File: config.mk
export PLATFORM = sky130hd
export DESIGN_NAME = inst_fetch
export DESIGN_NICKNAME = d
export VERILOG_FILES = /design/src/rtl/inst_fetch_pkg.sv /design/src/rtl/inst_fetch.sv
export SDC_FILE = /design/constraint.sdc
export NUM_CORES = 1
export LEC_CHECK = 0
export ABC_AREA = 1
export CAP_MARGIN = 20
export CORE_ASPECT_RATIO = 0.6
export CORE_UTILIZATION = 45
export DETAILED_ROUTE_END_ITERATION = 8
export PLACE_DENSITY = 0.78
export SKIP_LAST_GASP = 1
export SLEW_MARGIN = 20
export SYNTH_ARGS = -nofsm -noshare
export SYNTH_HDL_FRONTEND = slang
export SYNTH_SLANG_ARGS = --single-unit
File: constraint.sdc
create_clock -name Clk -period 1.85 [get_ports Clk]
set_clock_uncertainty 0.05 [all_clocks]
set_input_delay 0.4625 -clock Clk [delete_from_list [all_inputs] [get_ports Clk]]
set_output_delay 0.4625 -clock Clk [all_outputs]
set_load 0.05 [all_outputs]
File: src/rtl/inst_fetch_pkg.sv
// inst_fetch_pkg: fetch run-state encoding and default address/word widths
// shared by the ROM, decoder and fetch stage.
package inst_fetch_pkg;
    localparam int A_DEF = 16;
    localparam int W_DEF = 9;
    typedef enum logic [1:0] {FS_IDLE = 2'd0, FS_RUN = 2'd1, FS_DONE = 2'd2} fetch_state_e;
endpackage

File: src/rtl/inst_fetch.sv
// inst_fetch: PC register, one-entry fetch register and idle/run/done control
// for the instruction ROM interface.
module inst_fetch import inst_fetch_pkg::*; #(
    parameter int A = A_DEF,
    parameter int W = W_DEF
) (
    input  logic         Clk,
    input  logic         Reset_n,
    input  logic         Start,
    input  logic [A-1:0] StartAddr,
    output logic [A-1:0] InstAddress,
    input  logic [W-1:0] InstIn,
    output logic [W-1:0] InstReg,
    output logic [A-1:0] InstPC,
    output logic         InstValid,
    input  logic         Stall,
    input  logic         BranchEn,
    input  logic         BranchRel,
    input  logic [A-1:0] BranchTarget,
    input  logic         Halt,
    output logic         Done
);
    fetch_state_e state;
    logic [A-1:0] pc;
    logic [A-1:0] target;

    assign target = BranchRel ? InstPC + BranchTarget : BranchTarget;
    assign InstAddress = pc;

    always_ff @(posedge Clk or negedge Reset_n) begin
        if (!Reset_n) begin
            state     <= FS_IDLE;
            pc        <= '0;
            InstReg   <= '0;
            InstPC    <= '0;
            InstValid <= 1'b0;
            Done      <= 1'b0;
        end else begin
            case (state)
                FS_IDLE, FS_DONE: begin
                    if (Start) begin
                        pc    <= StartAddr;
                        Done  <= 1'b0;
                        state <= FS_RUN;
                    end
                end
                FS_RUN: begin
                    if (Halt && InstValid) begin
                        state     <= FS_DONE;
                        InstValid <= 1'b0;
                        Done      <= 1'b1;
                    end else if (BranchEn && InstValid) begin
                        // squash the word fetched this cycle; the target arrives next cycle
                        pc        <= target;
                        InstValid <= 1'b0;
                    end else if (!Stall) begin
                        InstReg   <= InstIn;
                        InstPC    <= pc;
                        InstValid <= 1'b1;
                        pc        <= pc + A'(1);
                    end
                end
                default: state <= FS_IDLE;
            endcase
        end
    end
endmodule

==> impl_metrics.yaml, run 1 <==
run_status:
  status: "finished, violations left"
  violations: "setup timing"
worst_setup_path:
  cp_top_family: "simple AND/OR/NAND/NOR gates"
  path_buf_inv: 0
  critPathMaxFanout: 3
  required_ps: 1990
  max_stage_delay_ps: 430
  cp-end-kind: "flip-flop"
  critPathLaunchType: "flip-flop"
  path_class: "reg2reg"
  crit_chain: "ha_4 -> fa_2 -> nand2_2 -> nand2_2 -> nand3_2 -> nand2_4 -> nand2_4 -> nand2_2 -> nand2_1 -> nand3_1 -> nand2_1 -> nand3_1 -> nand2_1 -> nand2_1"
  crit_slowest_cell: "dfrtp_2"
  path_common_cell: "nand2_1"
  arrival_ps: 2080
power_and_ir_drop:
  power_density_nw_per_um2: 1951
  irDropWorstVdd_v: 0.001279
  p_leak_uw: 0.002766
layout:
  diodes: 0
  nets: 720
  syn_to_final_growth_pct: 61.60
  final_area_um2: 5587
  drive_gt1_frac: 0.3521
sta:
  relSlewSlack: 0.6428
  hold_ws_ps: 95.60
  fin_ws_ps: -93.27
  final-hold-violation-count: 0
  drv_slew: 0
  fmax_ghz: 0.5146
  finalCriticalPeriod_ps: 1943
  worstMarginPinSlew_ps: 535.8
  finalCritPeriodShare: 1.050
  finalSetupViolations: 6
  rsz0062_at_grt: "true"
logic_synthesis:
  synth_edf_count: 0
  synth_cell_type_count: 43
  synth_nets: 568
  synthCells: 503
  synth_ff_type: "dfrtp_1"
  yosys_warnings: 0
  synthArstFlopShare: 1.000
  synth_seq_cells: 45
  netlist_area_um2: 3457
  synth_area_per_cell_um2: 6.873
  ys_seq_area_frac: 0.3257
clock_tree:
  numCtsBuffers: 5
  h-tree-depth: 2
  worstSkewPairLatency_ps: 290
  tritoncts: "done"
  cts_sinks: 45
  root_buffer: "clkbuf_16"
  cts_buffer_depth: 2
  cts.reportedPaths.clkPinSlew_ps: 70
min_path:
  min_path_type: "in2async"
drt:
  post-route-drc-count: 0
  detail_route.wl_per_cell_um: 15.50
  ant_nets: 0
  wirelength_mm: 11.78
  vias: 4018
  drt_iter0_markers: 296
  viasPerCell: 5.287
  first_pass_iters: 5
die:
  dieArea_um2: 8048
  initial_core_util: 0.4699
  ioPinCount: 91
  placementRows: 24
  core_um2: 7357
  die_h_um: 69.89
  die_w_um: 115.2
global_route:
  grt_pass1_vias: 3797
  antenna_found_initial: 0
  gr-usage-all-layers: 0.2966
  grt_max_degree: 31
  grt_pass1_wl_mm: 18.46
  grt_overflow: 0
placement:
  gp_congestion: 0.9605
  dp_hpwl_mm: 8.885
  port_buffers: 90
  dpl_cell_area_um2: 5019
flow_run:
  cap_violations: 0
## kinds of logic after synthesis
kind of cell             share of synthesized area
flip-flops                                  0.3257
AND/OR/NAND/NOR                             0.3431
AO/OA/AOI/OAI                               0.1267
buffers and inverters                      0.08541
adder cells (fa/ha/maj)                    0.06370
XOR/XNOR                                   0.02280
multiplexers                               0.03257
## sequential cells by signal, summed over array words and instances, names as in the netlist
name and count:
InstPC 16, InstReg 9, Done 1, InstValid 1, state 2, InstAddress 16
## final cells by class
cell class | count | area (um2)
Tap cell | 104 | 130.1
Inverter | 59 | 222.7
Timing Repair Buffer | 159 | 1520
Clock inverter | 3 | 21.27
Clock buffer | 5 | 125.1
Multi-Input combinational cell | 385 | 2421
Fill cell | 536 | 1770
Sequential cell | 45 | 1146
## cells in the mapped netlist, types with 2 or more instances
master	count	share of area
dfrtp_1	45	0.33
nand3_1	25	0.036
xnor2_1	3	0.0076
inv_2	5	0.0054
nand2_2	5	0.0090
and2_1	3	0.0054
a21o_1	2	0.0043
nor2_4	3	0.0098
nand4_1	5	0.0090
nor3_1	3	0.0043
buf_2	7	0.010
xor2_1	6	0.015
a31oi_1	2	0.0036
buf_4	3	0.0065
mux2_1	9	0.029
a21oi_1	21	0.030
nor2_2	4	0.0072
ha_1	16	0.058
nand2_1	156	0.17
o21ai_0	26	0.038
clkbuf_1	4	0.0043
inv_1	53	0.058
o21ai_1	14	0.020
nand3_2	2	0.0058
o211ai_1	5	0.011
nor2_1	58	0.063
o22ai_1	2	0.0036
## what timing repair did
action                                  4_1_cts  5_1_grt
endpoints found under the setup margin       15       14
gates resized for setup                      56       47
pin swaps                                    26       49
setup buffers                                 2        7
endpoints found under the hold margin         0        0
hold buffers                                  0        0
## placed cells by master (no fill, tap or decap), drive strengths merged, types with 2 or more instances in the layout
master | netlist | final
clkdlybuf4s15 | 0 | 7
a31oi | 2 | 2
nand4 | 6 | 6
clkinv | 1 | 2
o22ai | 2 | 2
dfrtp | 45 | 45
clkbuf | 4 | 7
nand3 | 27 | 27
a21oi | 22 | 22
xnor2 | 3 | 3
ha | 16 | 16
nand2 | 162 | 162
nor3 | 4 | 4
or2 | 2 | 2
buf | 10 | 113
clkdlybuf4s50 | 0 | 31
xor2 | 6 | 6
a21o | 2 | 2
dlygate4sd2 | 0 | 6
o21ai | 40 | 40
o211ai | 5 | 5
inv | 58 | 59
mux2 | 10 | 10
nor2 | 66 | 66
and2 | 3 | 3
## power by group
group          total, uW  leakage [uW]  switching, uW  internal (uW)
clock network        908     0.0000702            404            503
logic               7830       0.00216           4570           3260
registers           2160      0.000531            659           1510
## through the flow
stage	setup WS [ps]	TNS, ps	instances	util	power, uW
after floorplan	-99.59	-299.8	503	-	6302
after global placement	-693.4	-9637	743	0.6821	8966
after detailed placement	-730.5	-10840	743	0.6821	9168
after CTS	-98.89	-345.9	753	0.7330	10430
after global routing	-218.1	-1332	760	0.7594	11590
final	-93.27	-340.3	760	0.7594	10900
## metal layers
metal	part of all wire	up-vias	GRT usage	wire length (um)
li1	-	1927	-	-
met1	0.45	1880	0.4057	5287
met2	0.46	188	0.4880	5475
met3	0.068	23	0.04688	798
met4	0.018	0	0.07792	216
met5	0	-	0	0
## final timing paths
path	startpoint	to	slack, ps	cells past startpoint
worst max-delay path	InstPC[0]$_DFFE_PN0P_	InstAddress[14]$_DFFE_PN0P_	-90	14
worst min-delay path	Reset_n	InstPC[0]$_DFFE_PN0P_	100	1
worst max register to register	InstPC[0]$_DFFE_PN0P_	InstAddress[14]$_DFFE_PN0P_	-90	14
worst min register to register	InstReg[7]$_DFFE_PN0P_	InstReg[7]$_DFFE_PN0P_	450	1
max in group asynchronous	Reset_n	InstPC[9]$_DFFE_PN0P_	1120	2
min in group Clk	InstReg[7]$_DFFE_PN0P_	InstReg[7]$_DFFE_PN0P_	450	1
Power figures use the tool's default switching activity.
==> inputs of run 2 (changes only) <==
--- a/config.mk
+++ b/config.mk
@@ -6,6 +6,7 @@
 export NUM_CORES = 1
 export LEC_CHECK = 0
 export ABC_AREA = 1
+export ABC_CLOCK_PERIOD_IN_PS = 1850
 export CAP_MARGIN = 20
 export CORE_ASPECT_RATIO = 0.6
 export CORE_UTILIZATION = 45
==> results of run 2 <==
Same layout as run 1: the final DEF is identical, and so are final timing and power.
==> variant, RTL diff (settings of run 1) <==
The package constant `W_DEF` goes from 9 to 13.
--- a/src/rtl/inst_fetch_pkg.sv
+++ b/src/rtl/inst_fetch_pkg.sv
@@ -4,3 +4,3 @@
     localparam int A_DEF = 16;
-    localparam int W_DEF = 9;
+    localparam int W_DEF = 13;
     typedef enum logic [1:0] {FS_IDLE = 2'd0, FS_RUN = 2'd1, FS_DONE = 2'd2} fetch_state_e;
Ports: changed (resized InstIn and InstReg); port bits go from 91 to 99. The function was not compared with the original's and may differ.
==> variant against run 1 <==
The flow still finishes with violations (setup timing); critical path depth unchanged; wire length up 4.4%; first-iteration DRC count up 20%; area after synthesis up 3.5%; sequential cell count up 4; largest cell class unchanged; synthesized cell count up 1.4%; fmax down 4.3%; cell area up 3.0%; worst setup slack worse by 87 ps; total power up 6.8%.
==> variant: results (changes against run 1) <==
** Placed design
- The final weighted congestion in routability-driven placement came to 0.9027 (-6.0%).
- The post-detailed-placement cell area was 5243 um^2 (+4.5%).
- The quantity of I/O buffers inserted on ports is 98 (+8.9%).
- Placed instance count :: 757 (+1.9%)
- The detailed-placement wirelength estimate was 9.075 mm (+2.1%).

** Worst setup path
- The worst register-to-register path ends at InstAddress[12].
- Slowest cell on the critical path :: dfrtp_2
- The data arrival time of the critical path was 2170 ps (+90 ps).
- Reg2Reg Depth :: 14 (unchanged)

** Clock network
- CTS Root Cell :: clkbuf_16
- Cts repair resizes :: 57 (+1.8%)
- The maximum number of buffers from clock root to sink came to 2 (unchanged).
- Number of H-tree branching levels :: 2 (unchanged)

** Routing
- The wire length per cell after detailed routing was 15.98 um (+3.2%).
- Vias after detailed routing :: 4125 (+2.7%)
- Initial DRC count :: 354 (+20%)

** Power and ir drop
- Leakage power :: 2.844 nW (+2.8%)
- Worst supply voltage drop on vdd :: 0.001287 V (+0.60%)
- The net switching fraction of the power was 0.5099 (-0.006734).

** Yosys
- The fraction of the mapped netlist area in compound gates was 0.1165 (-0.01020).
- Post-Synthesis Mean Instance Area :: 7.014 um^2 (+2.1%)
- Sequential area share after synthesis :: 0.3428 (+0.01704)
- Multiplexer share of the synthesized area :: 0.05037 (+0.01779)
- The share of synthesized cell area in full adder, half adder and majority cells is 0.06156 (-0.002139).
- The parity-gate share of the synthesized area counting xor and xnor cells was 0.02448 (+0.001683).
- After synthesis, the cell types taking the most area are dfrtp_1 34%, nand2_1 17%, nor2_1 6.4%.
- The number of nets produced by synthesis was 579 (+1.9%).
- The unique cell type count in the Yosys netlist was 42 (-2.3%).
- By count the netlist is led by 158 x nand2_1, 61 x nor2_1, 55 x inv_1, 49 x dfrtp_1, 34 x o21ai_0.

** Global route
- The overall fraction of global-route tracks in use came to 0.3041 (+0.007434).
- Via count of the first global-routing pass :: 3891 (+2.5%)
- Maximum number of pins on one net before global-route repair :: 50 (+61%)
- The first-pass GRT wire length came to 19.26 mm (+4.3%).

** STA
- The headroom to the max-slew limit was 0.7487 (+0.1059).
- Worst Slack Setup Final :: -179.9 ps (-86.59 ps)
- # setup viols final :: 10 (+4)

** Cells and area
- Final std cells w/o fill :: 769 (+1.2%)
- The number of filler instances in the final layout came to 527 (-1.7%).
- Final layout net count :: 733 (+1.8%)
- Fraction of final layout cells sized beyond drive strength 1 :: 0.3353 (-0.01680)
- Total area of multi-input combinational cells :: 2416 um^2 (-0.21%)

** Outcome
- The checks that failed: setup timing.
- Result of the run :: finished, violations left
## variant: changes by cell type in the layout (fill, tap and decap cells not counted), moves of 4 or more
cell and delta:
mux2_2 +12, inv_1 +6, dfrtp_1 +5, a21oi_2 +4, nand2_1 +6, dlygate4sd2_1 +6
inv_2 -7, mux2_1 -6, o21ai_0 +5, nand2_4 -7, o21ai_1 -9, nand3_2 +4
clkdlybuf4s50_1 +4
## variant: metal layers
metal,routed length (um),track usage
met1,5572,0.4246
met3,969,0.06341
met4,265,0.09564
met2,5485,0.4721
met5,0,0
## variant: metrics by stage
| stage | TNS [ps] | hold slack (ps) | worst slack, ps |
|---|---|---|---|
| 2_1_floorplan | -291.0 | 116.9 | -99.14 |
| 3_3_place_gp | -10660 | 417.4 | -676.9 |
| 3_5_place_dp | -11560 | 427.9 | -715.4 |
| 4_1_cts | -684.2 | 111.5 | -171.5 |
| 6_report | -910.5 | 99.59 | -179.9 |
| 5_1_grt | -2072 | 116.3 | -268.4 |
## variant: area by class of cell
cell class,count,area share
Clock buffer,6,0.02240
Clock inverter,2,0.006741
Inverter,58,0.03783
Multi-Input combinational cell,388,0.4199
Sequential cell,49,0.2164
Tap cell,104,0.02261
Timing Repair Buffer,162,0.2742
## variant: kinds of logic (layout without fill, tap and decap cells)
logic type	count (synthesis)	count (layout)
compound gates	74	74
xor+xnor	10	10
fa+ha+maj	17	17
buf+inv	73	228
flops	49	49
mux	16	16
simple gates	271	271
## variant: power by group through the flow
| stage | sequential, mW | combinational (mW) | clock, mW |
|---|---|---|---|
| floorplan | 3.84 | 2.87 | 0 |
| global placement | 2.22 | 7.41 | 0 |
| detailed placement | 2.25 | 7.58 | 0 |
| CTS | 2.29 | 7.92 | 1.08 |
| global route | 2.38 | 8.83 | 1.13 |
| finish | 2.31 | 8.26 | 1.06 |
